===== src/rtl/serial_adder_pkg.sv =====
// -----------------------------------------------------------------------------
// serial_adder_pkg
// Shared definitions for the bit-serial adder controller: the default operand
// width and the controller state encoding.
// -----------------------------------------------------------------------------
package serial_adder_pkg;

  localparam int DEFAULT_WIDTH = 8;

  typedef enum logic [1:0] {
    IDLE = 2'd0,
    RUN  = 2'd1,
    DONE = 2'd2
  } state_e;

endpackage


===== src/rtl/serial_adder_ctrl_fa_cell.sv =====
// -----------------------------------------------------------------------------
// fa_cell
// Combinational 1-bit full adder; the single arithmetic cell shared by every
// bit position of the serial adder.
// Ports:
//   a, b, cin  - operand bits and carry-in
//   sum, cout  - sum bit and carry-out
// -----------------------------------------------------------------------------
module fa_cell (
  input  logic a,
  input  logic b,
  input  logic cin,
  output logic sum,
  output logic cout
);

  assign sum  = a ^ b ^ cin;
  assign cout = (a & b) | (a & cin) | (b & cin);

endmodule


===== src/rtl/serial_adder_ctrl.sv =====
// -----------------------------------------------------------------------------
// serial_adder_ctrl
// Bit-serial adder: {cout,sum} = a + b + cin, one bit per clock, LSB first,
// through a single fa_cell. IDLE accepts start, RUN processes WIDTH bits,
// DONE pulses done for one cycle and returns to IDLE.
//
// Optional feature macro: SERIAL_ADDER_SUB_EN
//   When defined, adds input 'sub'. sub=1 computes a + ~b + 1 (cin ignored),
//   so cout=1 means "no borrow".
//
// Ports:
//   clk    - clock, rising edge
//   rst_n  - asynchronous active-low reset
//   start  - begin an operation (only looked at in IDLE)
//   a, b   - operands, captured on the accepting edge
//   cin    - carry-in, captured on the accepting edge
//   sub    - (SERIAL_ADDER_SUB_EN only) subtract select, captured with operands
//   busy   - high while in RUN
//   done   - one-cycle pulse while in DONE
//   sum    - result register
//   cout   - final carry-out register
// -----------------------------------------------------------------------------
module serial_adder_ctrl
  import serial_adder_pkg::*;
#(
  parameter int WIDTH = DEFAULT_WIDTH
) (
  input  logic             clk,
  input  logic             rst_n,
  input  logic             start,
  input  logic [WIDTH-1:0] a,
  input  logic [WIDTH-1:0] b,
  input  logic             cin,
`ifdef SERIAL_ADDER_SUB_EN
  input  logic             sub,
`endif
  output logic             busy,
  output logic             done,
  output logic [WIDTH-1:0] sum,
  output logic             cout
);

  localparam int            CW       = $clog2(WIDTH);
  localparam logic [CW-1:0] LAST_BIT = CW'(WIDTH - 1);

  state_e             state_q, state_d;
  logic [WIDTH-1:0]   a_q, a_d;
  logic [WIDTH-1:0]   b_q, b_d;
  // Only WIDTH-1 bits are stored: the newest sum bit comes straight from the
  // cell, so the final result is {cell sum, psum_q}.
  logic [WIDTH-2:0]   psum_q, psum_d;
  logic               carry_q, carry_d;
  logic [CW-1:0]      cnt_q, cnt_d;
  logic               busy_q, busy_d;
  logic               done_q, done_d;
  logic [WIDTH-1:0]   sum_q, sum_d;
  logic               cout_q, cout_d;

  logic               fa_sum_s;
  logic               fa_cout_s;
  logic [WIDTH-1:0]   psum_full_s;
  logic [WIDTH-1:0]   b_in_s;
  logic               carry_in_s;

  fa_cell u_fa (
    .a    (a_q[0]),
    .b    (b_q[0]),
    .cin  (carry_q),
    .sum  (fa_sum_s),
    .cout (fa_cout_s)
  );

  assign psum_full_s = {fa_sum_s, psum_q};

  // Operand/carry selection at capture: subtraction is folded into the
  // loaded b (inverted) and carry (forced to 1).
  always_comb begin
    b_in_s     = b;
    carry_in_s = cin;
`ifdef SERIAL_ADDER_SUB_EN
    if (sub) begin
      b_in_s     = ~b;
      carry_in_s = 1'b1;
    end else begin
      b_in_s     = b;
      carry_in_s = cin;
    end
`endif
  end

  // Next-state and datapath update for the serial adder controller.
  always_comb begin
    state_d = state_q;
    a_d     = a_q;
    b_d     = b_q;
    psum_d  = psum_q;
    carry_d = carry_q;
    cnt_d   = cnt_q;
    busy_d  = busy_q;
    done_d  = done_q;
    sum_d   = sum_q;
    cout_d  = cout_q;

    case (state_q)
      IDLE: begin
        done_d = 1'b0;
        if (start) begin
          state_d = RUN;
          a_d     = a;
          b_d     = b_in_s;
          carry_d = carry_in_s;
          cnt_d   = '0;
          busy_d  = 1'b1;
        end else begin
          busy_d  = 1'b0;
        end
      end

      RUN: begin
        psum_d  = psum_full_s[WIDTH-1:1];
        carry_d = fa_cout_s;
        a_d     = {1'b0, a_q[WIDTH-1:1]};
        b_d     = {1'b0, b_q[WIDTH-1:1]};
        if (cnt_q == LAST_BIT) begin
          // Last bit: publish the result; counter is held so it never wraps.
          state_d = DONE;
          busy_d  = 1'b0;
          done_d  = 1'b1;
          sum_d   = psum_full_s;
          cout_d  = fa_cout_s;
        end else begin
          cnt_d   = cnt_q + CW'(1);
        end
      end

      DONE: begin
        state_d = IDLE;
        done_d  = 1'b0;
        busy_d  = 1'b0;
      end

      default: begin
        state_d = IDLE;
        busy_d  = 1'b0;
        done_d  = 1'b0;
      end
    endcase
  end

  // State and datapath registers; reset clears everything including the result.
  always_ff @(posedge clk or negedge rst_n) begin
    if (!rst_n) begin
      state_q <= IDLE;
      a_q     <= '0;
      b_q     <= '0;
      psum_q  <= '0;
      carry_q <= 1'b0;
      cnt_q   <= '0;
      busy_q  <= 1'b0;
      done_q  <= 1'b0;
      sum_q   <= '0;
      cout_q  <= 1'b0;
    end else begin
      state_q <= state_d;
      a_q     <= a_d;
      b_q     <= b_d;
      psum_q  <= psum_d;
      carry_q <= carry_d;
      cnt_q   <= cnt_d;
      busy_q  <= busy_d;
      done_q  <= done_d;
      sum_q   <= sum_d;
      cout_q  <= cout_d;
    end
  end

  assign busy = busy_q;
  assign done = done_q;
  assign sum  = sum_q;
  assign cout = cout_q;

endmodule


===== config.mk =====
export PLATFORM = sky130hd
export DESIGN_NAME = serial_adder_ctrl
export DESIGN_NICKNAME = d
export VERILOG_FILES = /design/src/rtl/serial_adder_pkg.sv /design/src/rtl/serial_adder_ctrl_fa_cell.sv /design/src/rtl/serial_adder_ctrl.sv
export SDC_FILE = /design/constraint.sdc
export NUM_CORES = 1
export LEC_CHECK = 0
export CAP_MARGIN = 10
export CORE_UTILIZATION = 45
export CTS_CLUSTER_SIZE = 28
export DETAILED_ROUTE_END_ITERATION = 8
export GPL_ROUTABILITY_DRIVEN = 0
export PLACE_DENSITY = 0.7
export SLEW_MARGIN = 10
export SYNTH_ARGS = -nofsm -noshare
export SYNTH_HDL_FRONTEND = slang
export SYNTH_HIERARCHICAL = 1
export SYNTH_SLANG_ARGS = --single-unit

===== constraint.sdc =====
create_clock -name clk -period 4.3 [get_ports clk]
set_input_delay 0.43 -clock clk [delete_from_list [all_inputs] [get_ports clk]]
set_output_delay 0.43 -clock clk [all_outputs]
set_load 0.005 [all_outputs]

==> impl_metrics.env <==
export IMPL_first_pass_iters=4
export IMPL_maxCapViolations=0
export IMPL_critical_path_class="input pin to register"
export IMPL_worstSkewPairLatency_ns=0.28
export IMPL_seqCellArea_mm2=0.00100
export IMPL_ys_flop_type="dfrtp_1"
export IMPL_post_cts_buffers=0
export IMPL_synth_area_leaders="dfrtp_1 (57%), o22ai_1 (11%), mux2_4 (7.7%)"
export IMPL_hpwl_um=2380
export IMPL_start_util_pct=47.3
export IMPL_netlist_area_mm2=0.00176
export IMPL_postRouteAntennaNets=0
export IMPL_drive_gt1_share_pct=9.52
export IMPL_antenna_found_initial=0
export IMPL_postSynthAreaPerCell_um2=10.9
export IMPL_hold_viol_final=0
export IMPL_min_period_over_period_pct=47.2
export IMPL_viasPerCell=5.72
export IMPL_synth_cell_types=21
export IMPL_synth_ff_latch_count=40
export IMPL_switching_power_uw=512
export IMPL_p_sw_share_pct=33.9
export IMPL_synthArstFlopShare_pct=100
export IMPL_grt_max_degree=41
export IMPL_synth_edf_count=0
export IMPL_cts_max_path_buffers=2
export IMPL_status="complete, no violations"
export IMPL_worstPathRequired_ns=4.45
export IMPL_leakagePower_uw=0.000954
export IMPL_die_h_um=64.5
export IMPL_grt_pass1_wl_um=6110
export IMPL_min_path_type="input pin to async pin"
export IMPL_rrSetupSlack_ns=2.52
export IMPL_vias=1355
export IMPL_grt_pass1_vias=1336
export IMPL_synth_top_area_share_pct=57.0
export IMPL_fin_ws_ns=2.27
export IMPL_dp_slack_ns=1.97
export IMPL_routedWlPerCell_um=14.9
export IMPL_coreArea_mm2=0.00372
export IMPL_diodes=0
export IMPL_power_uw=1510
export IMPL_port_buffers=30
export IMPL_core_rowCount=22
export IMPL_grt_total_usage_pct=19.3
export IMPL_dr_wl_met3_um=182
export IMPL_startpoint_type="input pin"
export IMPL_ios=31
export IMPL_relSlewSlack_pct=41.6
export IMPL_multi_input_area_um2=693
export IMPL_dieWidth_um=64.5
export IMPL_initialDrtViolationCount=50
export IMPL_worstPathArrival_ns=2.18
export IMPL_drt_met1_wl_um=1560
export IMPL_synth_seq_area_share_pct=57.0
export IMPL_die_area_mm2=0.00416
export IMPL_cts_resized=0
export IMPL_ir_drop_v=0.000324
export IMPL_skew_ns=0.00265
export IMPL_top_layer="met3"
export IMPL_htree_levels=2
export IMPL_gr_total_overflow=0
export IMPL_nets=211
export IMPL_holdBufCountCts=0
export IMPL_slew_viol_final=0
export IMPL_cts_root_buffer="clkbuf_8"
export IMPL_yosys_warnings=6
export IMPL_met2RoutedLength_um=1790
export IMPL_syn_to_final_growth_pct=23.4
export IMPL_routed_wl_um=3530
export IMPL_setup_tns_final_ns=0
export IMPL_power_frac_seq_pct=44.6
export IMPL_fillCellCount=338
export IMPL_setup_viol=0
export IMPL_power_internal_uw=996
export IMPL_cp_end_kind="register"
export IMPL_cts_buffers=5
export IMPL_netlist_instances=161
export IMPL_crit_fanout=19
export IMPL_max_slew_worst_pin_slew_ns=0.876
export IMPL_max_freq_ghz=0.493
export IMPL_p_comb_share_pct=35.8
export IMPL_cts_tree="built"
export IMPL_rsz0062_at_grt="false"
export IMPL_synth_nets=184
export IMPL_synth_top_area_cell="dfrtp_1"
export IMPL_drc=0
export IMPL_p_per_area_mw_per_mm2=695
export IMPL_cts_sinks=40
export IMPL_pwr_share_clk_pct=19.6
export IMPL_clk_pin_slew_ns=0.07
export IMPL_min_period_ns=2.03
## stage by stage
step	instances	hold slack [ns]	cell area (µm²)	util, %
floorplan	161	0.134	1760	-
global placement	229	0.458	2060	55.5
detailed placement	229	0.476	2060	55.5
CTS	237	0.285	2170	58.4
global route	237	0.314	2170	58.4
finish	237	0.257	2170	58.4
## critical path, stage by stage
cell	delay [ns]
clkdlybuf4s50_1	0.88
nand2b_1	0.49
o22ai_1	0.26
a21oi_1	0.11
## final cells by class
type,instances,share of cell area [%]
flip-flops and latches,40,46.2
repair buffers,30,13.6
well taps,48,2.77
multi-input cells,108,32.0
inverters,3,0.519
clock buffers,6,3.35
clock inverters,2,1.62
## cells in the mapped netlist, drive strengths merged (2+ instances only)
library cell,number
dfrtp,40
o22ai,30
nand2,25
a21oi,18
o21ai,10
mux2,9
buf,6
clkbuf,4
nor2,4
nand2b,3
a22oi,2
ha,2
inv,2
## worst paths after layout
path / cells after the start / startpoint / end
max: 4 / start / b_q[6]
min: 1 / rst_n / done
max reg2reg: 3 / state_q[1] / b_q[6]
min in group clk: 2 / psum_q[0] / psum_q[0]
max in group asynchronous: 1 / rst_n / a_q[2]
min reg2reg: 2 / psum_q[0] / psum_q[0]
## routing by layer
metal	up-vias	track usage (%)
met2	39	33.9
li1	640	-
met1	676	22.4
met5	-	0
met3	0	6.87
met4	0	4.17
## power by group through the flow
stage	combinational (µW)	clock, µW	sequential (µW)
finish	539	296	672
global route	605	325	698
CTS	547	303	673
detailed placement	544	0	680
global placement	513	0	667
floorplan	375	0	649
## placed cells by master (no fill, tap or decap)
cell type        count
nor2_1               4
mux2_4               9
ha_1                 2
nor2b_1              1
clkinv_2             1
a22oi_1              2
o21ai_0             10
nand2_1             24
nor3_1               1
a21oi_1             18
clkdlybuf4s50_1     29
nand2_8              1
dfrtp_1             40
and2b_1              1
clkinv_1             1
clkbuf_1             1
bufinv_16            1
buf_2                1
inv_1                2
o22ai_1             30
nand3b_1             1
fa_1                 1
clkbuf_8             5
nand2b_1             3
## flip-flops by register name (all words and copies together) (netlist names)
| signal | count |
|---|---|
| busy | 1 |
| state_q | 2 |
| a_q | 8 |
| b_q | 8 |
| cout | 1 |
| carry_q | 1 |
| psum_q | 7 |
| done | 1 |
| cnt_q | 3 |
| sum | 8 |
## logic make-up after synthesis
family | Yosys count | synth area share, %
flip-flops | 40 | 57.0
multiplexers | 9 | 7.69
AO/OA/AOI/OAI | 60 | 19.5
AND/OR/NAND/NOR | 36 | 9.69
buffers and inverters | 13 | 3.56
adder cells (fa/ha/maj) | 3 | 2.56
No activity file was read; power rests on OpenSTA's default activity.
